## config.mk

```make
export PLATFORM = sky130hd
export DESIGN_NAME = bulk_flow_ctrl_flat
export DESIGN_NICKNAME = d
export VERILOG_FILES = /design/src/rtl/bulk_flow_pkg.sv /design/src/rtl/bulk_flow_ctrl_if.sv /design/src/rtl/bulk_frame_counter.sv /design/src/rtl/bulk_flow_ctrl.sv /design/src/flat_wrapper.sv
export SDC_FILE = /design/constraint.sdc
export NUM_CORES = 1
export LEC_CHECK = 0
export ABC_AREA = 0
export ABC_CLOCK_PERIOD_IN_PS = 6500
export CORE_UTILIZATION = 55
export CTS_CLUSTER_SIZE = 16
export DETAILED_ROUTE_END_ITERATION = 7
export HOLD_SLACK_MARGIN = 0.08
export PLACE_DENSITY = 0.82
export SLEW_MARGIN = 15
export SYNTH_ARGS = -nofsm -noshare
export SYNTH_HDL_FRONTEND = slang
export SYNTH_SLANG_ARGS = --single-unit
```

## constraint.sdc

```tcl
create_clock -name clock -period 6.5 [get_ports clock]
set_clock_uncertainty 0.05 [all_clocks]
set_input_delay 1.3 -clock clock [delete_from_list [all_inputs] [get_ports clock]]
set_output_delay 1.3 -clock clock [all_outputs]
set_load 0.02 [all_outputs]
```

## src/rtl/bulk_flow_pkg.sv

```systemverilog
// Shared types and default parameters for the bulk loop-back flow controller.
package bulk_flow_pkg;

   localparam int unsigned ABITS_DEF  = 11;
   localparam int unsigned MPS_HS_DEF = 512;
   localparam int unsigned MPS_FS_DEF = 64;
   localparam int unsigned SETTLE_DEF = 2;
   localparam int unsigned STATS_W    = 16;

   typedef enum logic [1:0] {
      ST_IDLE   = 2'd0,
      ST_OUT    = 2'd1,
      ST_IN     = 2'd2,
      ST_SETTLE = 2'd3
   } state_t;

endpackage

```

## src/rtl/bulk_flow_ctrl_if.sv

```systemverilog
// Block-transfer and FIFO-observation bundle for bulk_flow_ctrl.
// Statistics signals exist only when BULK_FLOW_STATS_EN is defined.
interface bulk_flow_ctrl_if
   import bulk_flow_pkg::*;
#(
   parameter int unsigned ABITS = ABITS_DEF
);

   logic             configured_i;
   logic             usb_hs_enabled_i;
   logic [ABITS:0]   level_i;
   logic             blk_start_i;
   logic             blk_dir_i;
   logic             blk_cycle_i;
   logic             wr_valid_i;
   logic             wr_ready_i;
   logic             wr_last_i;
   logic             rd_valid_i;
   logic             rd_ready_i;
   logic             rd_last_i;

   logic             blk_in_ready_o;
   logic             blk_out_ready_o;
   logic [ABITS:0]   frames_o;
   logic             xfer_busy_o;
   logic             len_err_o;
`ifdef BULK_FLOW_STATS_EN
   logic [STATS_W-1:0] pkt_in_cnt_o;
   logic [STATS_W-1:0] pkt_out_cnt_o;
   logic [STATS_W-1:0] stall_cnt_o;
`endif

   modport master (
      output configured_i, usb_hs_enabled_i, level_i,
      output blk_start_i, blk_dir_i, blk_cycle_i,
      output wr_valid_i, wr_ready_i, wr_last_i,
      output rd_valid_i, rd_ready_i, rd_last_i,
      input  blk_in_ready_o, blk_out_ready_o, frames_o, xfer_busy_o, len_err_o
`ifdef BULK_FLOW_STATS_EN
      , input pkt_in_cnt_o, pkt_out_cnt_o, stall_cnt_o
`endif
   );

   modport slave (
      input  configured_i, usb_hs_enabled_i, level_i,
      input  blk_start_i, blk_dir_i, blk_cycle_i,
      input  wr_valid_i, wr_ready_i, wr_last_i,
      input  rd_valid_i, rd_ready_i, rd_last_i,
      output blk_in_ready_o, blk_out_ready_o, frames_o, xfer_busy_o, len_err_o
`ifdef BULK_FLOW_STATS_EN
      , output pkt_in_cnt_o, pkt_out_cnt_o, stall_cnt_o
`endif
   );

endinterface

```

## src/rtl/bulk_frame_counter.sv

```systemverilog
// Whole-packet count held in the bulk FIFO plus OUT packet length monitor.
module bulk_frame_counter
   import bulk_flow_pkg::*;
#(
   parameter int unsigned ABITS = ABITS_DEF
) (
   input  logic           clock,
   input  logic           reset_n,
   input  logic [ABITS:0] mps,
   input  logic           wr_beat,
   input  logic           wr_last,
   input  logic           rd_beat,
   input  logic           rd_last,
   output logic [ABITS:0] frames,
   output logic           len_err
);

   localparam int unsigned CW  = ABITS + 1;
   localparam int unsigned CW1 = CW + 1;

   logic [CW-1:0] byte_cnt;
   logic [CW:0]   byte_next_c;
   logic          over_c;
   logic          inc_c;
   logic          dec_c;

   // One extra bit so the length compare never wraps.
   assign byte_next_c = {1'b0, byte_cnt} + CW1'(1);
   assign over_c      = byte_next_c > {1'b0, mps};
   assign inc_c       = wr_beat & wr_last;
   assign dec_c       = rd_beat & rd_last;

   always_ff @(posedge clock) begin
      if (!reset_n) begin
         frames   <= '0;
         byte_cnt <= '0;
         len_err  <= 1'b0;
      end else begin
         if (inc_c && !dec_c && (frames != '1)) begin
            frames <= frames + CW'(1);
         end else if (dec_c && !inc_c && (frames != '0)) begin
            frames <= frames - CW'(1);
         end

         if (wr_beat) begin
            if (over_c) begin
               len_err <= 1'b1;
            end
            if (wr_last) begin
               byte_cnt <= '0;
            end else if (byte_cnt != '1) begin
               byte_cnt <= byte_next_c[CW-1:0];
            end
         end
      end
   end

endmodule

```

## src/rtl/bulk_flow_ctrl.sv

```systemverilog
// Bulk loop-back flow controller: transfer sequencing and IN/OUT readiness.
// Optional packet/stall statistics are built when BULK_FLOW_STATS_EN is defined.
module bulk_flow_ctrl
   import bulk_flow_pkg::*;
#(
   parameter int unsigned ABITS  = ABITS_DEF,
   parameter int unsigned MPS_HS = MPS_HS_DEF,
   parameter int unsigned MPS_FS = MPS_FS_DEF,
   parameter int unsigned SETTLE = SETTLE_DEF
) (
   input  logic           clock,
   input  logic           reset_n,
   bulk_flow_ctrl_if.slave bus
);

   localparam int unsigned CW        = ABITS + 1;
   localparam int unsigned DEPTH     = 1 << ABITS;
   localparam int unsigned SW        = (SETTLE > 1) ? $clog2(SETTLE) : 1;
   localparam int unsigned SETTLE_M1 = (SETTLE > 0) ? SETTLE - 1 : 0;

   state_t        state;
   logic [SW-1:0] settle_cnt;
   logic [CW-1:0] mps_c;
   logic [CW-1:0] space_c;
   logic [CW-1:0] frames;
   logic          len_err;
   logic          wr_beat_c;
   logic          rd_beat_c;
   logic          in_ready_c;
   logic          out_ready_c;

   assign mps_c     = bus.usb_hs_enabled_i ? CW'(MPS_HS) : CW'(MPS_FS);
   assign wr_beat_c = bus.wr_valid_i & bus.wr_ready_i;
   assign rd_beat_c = bus.rd_valid_i & bus.rd_ready_i;

   // Free space is zero if the reported level ever exceeds the FIFO depth.
   assign space_c     = (bus.level_i <= CW'(DEPTH)) ? (CW'(DEPTH) - bus.level_i) : '0;
   assign in_ready_c  = bus.configured_i & ((frames != '0) | (bus.level_i >= mps_c));
   assign out_ready_c = bus.configured_i & (space_c >= mps_c);

   bulk_frame_counter #(
      .ABITS (ABITS)
   ) u_frame_counter (
      .clock   (clock),
      .reset_n (reset_n),
      .mps     (mps_c),
      .wr_beat (wr_beat_c),
      .wr_last (bus.wr_last_i),
      .rd_beat (rd_beat_c),
      .rd_last (bus.rd_last_i),
      .frames  (frames),
      .len_err (len_err)
   );

   assign bus.frames_o  = frames;
   assign bus.len_err_o = len_err;

   // Transfer sequencer; readiness only refreshes while idle.
   always_ff @(posedge clock) begin
      if (!reset_n) begin
         state               <= ST_IDLE;
         settle_cnt          <= '0;
         bus.blk_in_ready_o  <= 1'b0;
         bus.blk_out_ready_o <= 1'b0;
         bus.xfer_busy_o     <= 1'b0;
      end else if (!bus.configured_i) begin
         state               <= ST_IDLE;
         settle_cnt          <= '0;
         bus.blk_in_ready_o  <= 1'b0;
         bus.blk_out_ready_o <= 1'b0;
         bus.xfer_busy_o     <= 1'b0;
      end else begin
         case (state)
            ST_IDLE: begin
               if (bus.blk_start_i) begin
                  state               <= bus.blk_dir_i ? ST_IN : ST_OUT;
                  bus.blk_in_ready_o  <= 1'b0;
                  bus.blk_out_ready_o <= 1'b0;
                  bus.xfer_busy_o     <= 1'b1;
               end else begin
                  bus.blk_in_ready_o  <= in_ready_c;
                  bus.blk_out_ready_o <= out_ready_c;
               end
            end
            ST_IN, ST_OUT: begin
               if (!bus.blk_cycle_i) begin
                  state      <= ST_SETTLE;
                  settle_cnt <= '0;
               end
            end
            ST_SETTLE: begin
               if (settle_cnt == SW'(SETTLE_M1)) begin
                  state           <= ST_IDLE;
                  bus.xfer_busy_o <= 1'b0;
               end else begin
                  settle_cnt <= settle_cnt + SW'(1);
               end
            end
            default: begin
               state           <= ST_IDLE;
               bus.xfer_busy_o <= 1'b0;
            end
         endcase
      end
   end

`ifdef BULK_FLOW_STATS_EN
   logic stall_c;

   assign stall_c = (state == ST_IDLE) & bus.configured_i &
                    ~bus.blk_in_ready_o & ~bus.blk_out_ready_o;

   // Packet counters wrap; the stall counter saturates.
   always_ff @(posedge clock) begin
      if (!reset_n) begin
         bus.pkt_in_cnt_o  <= '0;
         bus.pkt_out_cnt_o <= '0;
         bus.stall_cnt_o   <= '0;
      end else begin
         if (rd_beat_c && bus.rd_last_i) begin
            bus.pkt_in_cnt_o <= bus.pkt_in_cnt_o + STATS_W'(1);
         end
         if (wr_beat_c && bus.wr_last_i) begin
            bus.pkt_out_cnt_o <= bus.pkt_out_cnt_o + STATS_W'(1);
         end
         if (stall_c && (bus.stall_cnt_o != '1)) begin
            bus.stall_cnt_o <= bus.stall_cnt_o + STATS_W'(1);
         end
      end
   end
`else
   // Default build carries no statistics counters.
`endif

endmodule
```

## src/flat_wrapper.sv

```systemverilog
// flat-port wrapper written by rule: the top's interface ports become plain ports
module bulk_flow_ctrl_flat import bulk_flow_pkg::*;
#(
   parameter int unsigned ABITS  = ABITS_DEF,
   parameter int unsigned MPS_HS = MPS_HS_DEF,
   parameter int unsigned MPS_FS = MPS_FS_DEF,
   parameter int unsigned SETTLE = SETTLE_DEF
)
  (clock, reset_n, bus_configured_i, bus_usb_hs_enabled_i, bus_level_i, bus_blk_start_i, bus_blk_dir_i, bus_blk_cycle_i, bus_wr_valid_i, bus_wr_ready_i, bus_wr_last_i, bus_rd_valid_i, bus_rd_ready_i, bus_rd_last_i, bus_blk_in_ready_o, bus_blk_out_ready_o, bus_frames_o, bus_xfer_busy_o, bus_len_err_o);
  bulk_flow_ctrl_if #(.ABITS(ABITS)) bus_i ();
  input  logic clock;
  input  logic reset_n;
  input wire logic [$bits(bus_i.configured_i)-1:0] bus_configured_i;
  input wire logic [$bits(bus_i.usb_hs_enabled_i)-1:0] bus_usb_hs_enabled_i;
  input wire logic [$bits(bus_i.level_i)-1:0] bus_level_i;
  input wire logic [$bits(bus_i.blk_start_i)-1:0] bus_blk_start_i;
  input wire logic [$bits(bus_i.blk_dir_i)-1:0] bus_blk_dir_i;
  input wire logic [$bits(bus_i.blk_cycle_i)-1:0] bus_blk_cycle_i;
  input wire logic [$bits(bus_i.wr_valid_i)-1:0] bus_wr_valid_i;
  input wire logic [$bits(bus_i.wr_ready_i)-1:0] bus_wr_ready_i;
  input wire logic [$bits(bus_i.wr_last_i)-1:0] bus_wr_last_i;
  input wire logic [$bits(bus_i.rd_valid_i)-1:0] bus_rd_valid_i;
  input wire logic [$bits(bus_i.rd_ready_i)-1:0] bus_rd_ready_i;
  input wire logic [$bits(bus_i.rd_last_i)-1:0] bus_rd_last_i;
  output wire logic [$bits(bus_i.blk_in_ready_o)-1:0] bus_blk_in_ready_o;
  output wire logic [$bits(bus_i.blk_out_ready_o)-1:0] bus_blk_out_ready_o;
  output wire logic [$bits(bus_i.frames_o)-1:0] bus_frames_o;
  output wire logic [$bits(bus_i.xfer_busy_o)-1:0] bus_xfer_busy_o;
  output wire logic [$bits(bus_i.len_err_o)-1:0] bus_len_err_o;
  assign bus_i.configured_i = bus_configured_i;
  assign bus_i.usb_hs_enabled_i = bus_usb_hs_enabled_i;
  assign bus_i.level_i = bus_level_i;
  assign bus_i.blk_start_i = bus_blk_start_i;
  assign bus_i.blk_dir_i = bus_blk_dir_i;
  assign bus_i.blk_cycle_i = bus_blk_cycle_i;
  assign bus_i.wr_valid_i = bus_wr_valid_i;
  assign bus_i.wr_ready_i = bus_wr_ready_i;
  assign bus_i.wr_last_i = bus_wr_last_i;
  assign bus_i.rd_valid_i = bus_rd_valid_i;
  assign bus_i.rd_ready_i = bus_rd_ready_i;
  assign bus_i.rd_last_i = bus_rd_last_i;
  assign bus_blk_in_ready_o = bus_i.blk_in_ready_o;
  assign bus_blk_out_ready_o = bus_i.blk_out_ready_o;
  assign bus_frames_o = bus_i.frames_o;
  assign bus_xfer_busy_o = bus_i.xfer_busy_o;
  assign bus_len_err_o = bus_i.len_err_o;
  bulk_flow_ctrl #(.ABITS(ABITS), .MPS_HS(MPS_HS), .MPS_FS(MPS_FS), .SETTLE(SETTLE)) u_core (.clock(clock), .reset_n(reset_n), .bus(bus_i));
endmodule
```

==> implementation parameters <==
Parameter                              Value

CTS
  Clock Root Buffer ... sky130_fd_sc_hd__clkbuf_8
  H-Tree Level Count ... 2
  Clock sink total ... 31
  Number of CTS-inserted buffers ... 5
  Post-CTS setup buffers ... 0
  PostCTS Resize Cnt ... 0
  Number of buffers between clock root and the deepest sink ... 2
  Clock-pin slew on the worst setup and hold paths ... roughly 70 ps
  CTS tree ... built
  Hold buffer count at CTS ... 0
  Clock network latency to the later pin of the worst-skew pair ... roughly 290 ps

Pwr
  Leakage component of the power ... ~0.0012 uW
  Pwr Total ... around 680 uW
  Power density normalized to cell area ... around 230 mW/mm^2
  Highest ir drop seen on vdd ... about 0.15 mV

Yosys
  Prevailing post-synth register cell ... sky130_fd_sc_hd__dfxtp_1
  Gate count of the mapped netlist ... roughly 310
  Post-synthesis cell type with the largest combined area ... sky130_fd_sc_hd__dfxtp_1
  Part of the Yosys area used for sequential elements ... 0.252
  Number of synthesized flops with an enable pin ... 0
  Syn_area_per_cell ... roughly 7.9 sq um
  Post-synth net total ... between 300 and 400
  Post-synthesis instance area ... between 0.002 and 0.0025 sq mm
  Number of warnings issued by yosys ... 0
  Fraction of registers with async set/reset ... 0
  Synth cell types ... 54
  Largest cells by area after synthesis ... sky130_fd_sc_hd__dfxtp_1 25%, sky130_fd_sc_hd__ha_1 11%, sky130_fd_sc_hd__nor2_1 5.8%, sky130_fd_sc_hd__a21oi_1 5.5%, sky130_fd_sc_hd__nand2_1 3.8%
  Top cell type's share of synthesized area ... 0.252
  Register bit total from synthesis ... 31

Finish
  Final Net Count ... roughly 400
  Sequential Area ... roughly 620 sq um
  Antenna diode count ... 0
  Synth-to-Final Area Change ... 21.5%
  Fillers ... between 300 and 400
  Combined area of the multi-input logic cells ... around 0.0018 sq mm
  Layout cells sized above 1 ... 0.0451

Die
  Total die area ... 0.00476 sq mm
  Placeable core area ... just over 0.004 sq mm
  Placement row count ... 23
  # IOs ... between 40 and 50
  Starting Density ... 0.595
  Height of the die ... between 60 and 70 microns
  Die W ... roughly 69 microns

GRT
  Vias in the first global route ... 2,135
  Overflow left after global routing ... 0
  Largest net degree at the start of global routing ... 21
  First-pass GRT wire length ... a little over 9000 microns
  Number of antenna violations at the first check in global routing ... 0
  GRT Overall Usage ... 0.260

STA
  Setup repair after global routing missed its margin ... false
  Final period util ... 0.678
  Number of slew-limit violations in the final report ... 0
  Maximum clock rate ... 0.227 GHz
  Actual transition at the worst max-transition pin ... 833 ps
  Worst rel slew slack ... 0.445
  Number of hold violations in the final report ... 0
  Total negative setup slack ... 0 ps
  Final Critical Period ... approximately 4400 ps
  Final setup vio count ... 0

Detailed routing
  DRC violation count after routing ... 0
  Post-DR vias/cell ... between 6 and 7
  Final antenna-violating net count ... 0
  Number of design-rule violations left by the first detailed-router iteration ... ~80
  Routed via count ... approximately 2,500
  Pre-antenna DRT Iters ... 4
  Detailed Route WL ... approximately 6000 microns
  Routed length per instance ... between 10 and 15 microns

Min path
  Worst Hold Class ... flop to flop
  Number of stages on the worst hold path ... 2
  Worst hold path startpoint ... u_core.state[0]$_SDFFE_PN0P_
  Hold-critical path endpoint ... u_core.state[0]$_SDFFE_PN0P_

Placed design
  Placer's final routability congestion estimate ... approximately 0.90
  DPL Wire Length ... approximately 4300 microns
  Number of buffer cells added on primary ports ... 40

Setup path
  Data arrival time at the worst-slack endpoint ... around 4500 ps
  Category of the worst setup path launch point ... input pin
  Kind of end point of the critical path ... flop
  Reg-to-Reg End ... u_core.u_frame_counter.frames[10]$_SDFFE_PN0P_
  Origin of the critical flop-to-flop path ... u_core.u_frame_counter.frames[1]$_SDFFE_PN0P_
  Crit Path Max Fanout ... 12
  WP data required ... between 6000 and 7000 ps
  Critical path type ... input pin to flop
  FF-to-FF setup slack ... 3270 ps
  Timing startpoint of the critical path ... bus_wr_last_i
  Depth of the most critical reg-to-reg path ... 10

Flow run
  Max-cap violations ... 0

Status
  Status ... finished, final reports clean
==> worst max-delay path, cell delays in order <==
cell	delay (ps)
sky130_fd_sc_hd__clkdlybuf4s50_1	570
sky130_fd_sc_hd__nand3_1	110
sky130_fd_sc_hd__a31oi_1	270
sky130_fd_sc_hd__nand2_1	360
sky130_fd_sc_hd__fa_1	530
sky130_fd_sc_hd__a211oi_1	330
sky130_fd_sc_hd__o21ai_1	200
sky130_fd_sc_hd__a2111oi_0	420
sky130_fd_sc_hd__o21bai_1	160
sky130_fd_sc_hd__nand4b_1	110
sky130_fd_sc_hd__o221ai_1	120
==> routing by layer <==
| metal | global-route usage | up-vias | share of wire |
|---|---|---|---|
| li1 | - | 1257 | - |
| met1 | 0.322 | 1145 | 0.48 |
| met2 | 0.438 | 68 | 0.46 |
| met3 | 0.0559 | 11 | 0.046 |
| met4 | 0.0944 | 0 | 0.015 |
| met5 | 0 | - | 0 |
==> how the worst max path moves through the flow <==
stage,depth (start not counted),endpoint,slack (ps)
3_3_place_gp,11,u_core.u_frame_counter.frames[10]$_SDFFE_PN0P_,1940
3_5_place_dp,11,u_core.u_frame_counter.frames[10]$_SDFFE_PN0P_,1850
2_1_floorplan,10,u_core.u_frame_counter.frames[10]$_SDFFE_PN0P_,2890
5_1_grt,11,u_core.u_frame_counter.frames[10]$_SDFFE_PN0P_,1920
4_1_cts,11,u_core.u_frame_counter.frames[10]$_SDFFE_PN0P_,2140
6_report,11,u_core.u_frame_counter.frames[10]$_SDFFE_PN0P_,2090
==> registers in the layout (all words and copies together) (netlist names) <==
signal,count
u_core.state,2
u_core.bus.blk_out_ready_o,1
u_core.bus.xfer_busy_o,1
u_core.u_frame_counter.frames,12
u_core.u_frame_counter.len_err,1
u_core.u_frame_counter.byte_cnt,12
u_core.bus.blk_in_ready_o,1
u_core.settle_cnt,1
==> synth_stat cells, drive strengths merged, types with 3 or more instances <==
library cell and n:
or3 4, clkbuf 4, nand4 8, and2 4
nor3 5, a21o 4, a21oi 27, nand3b 6
ha 21, a211oi 11, nand2 25, nand3 7
o21ai 21, inv 13, nor4 5, mux2i 6
and3 10, nor2b 6, nand4b 5, a31oi 4
nor2 38, nand2b 3, a211o 3, dfxtp 31
xnor2 10
==> cell families after synthesis <==
logic type | count (synthesis) | synth area share
DFF | 31 | 0.252
adders and majority gates | 22 | 0.115
muxes | 6 | 0.0244
AOI/OAI and AO/OA | 92 | 0.247
xor gates and xnor gates | 12 | 0.0426
and+or+nand+nor | 131 | 0.285
buffers and inverters | 19 | 0.0350
==> layout by cell type, fill, tap and decap left out, drive strengths merged, types with 4 or more instances in the layout <==
master / count
clkdlybuf4s50: 40
nor2: 38
dfxtp: 31
a21oi: 27
nand2: 25
ha: 21
o21ai: 21
inv: 13
a211oi: 11
xnor2: 10
and3: 10
nand4: 8
nand3: 7
clkbuf: 7
nand3b: 6
nor2b: 6
mux2i: 6
nand4b: 5
nor3: 5
nor4: 5
a31oi: 4
and2: 4
a21o: 4
or3: 4
==> where the power goes <==
part	switching [uW]	total (uW)	internal [uW]
sequential	21.3	226	205
clock	78.3	175	96.3
combinational	150	277	127
total	249	678	428
==> stage by stage <==
| stage | worst slack (ps) | std cells | utilization | area [sq um] | hold WS (ps) |
|---|---|---|---|---|---|
| floorplan | 2890 | 313 | - | 2470 | 399 |
| global placement | 1940 | 397 | 0.698 | 2890 | 411 |
| detailed placement | 1850 | 397 | 0.698 | 2890 | 424 |
| CTS | 2140 | 405 | 0.723 | 3000 | 436 |
| global route | 1920 | 405 | 0.723 | 3000 | 477 |
| finish | 2090 | 405 | 0.723 | 3000 | 431 |
==> area by class of cell <==
class                           count  area share
Multi-Input combinational cell    263       0.587
Inverter                           13      0.0163
Tap cell                           50      0.0209
Clock inverter                      1     0.00251
Sequential cell                    31       0.207
Clock buffer                        7      0.0322
Timing Repair Buffer               40       0.134
Power figures use the tool's default switching activity.
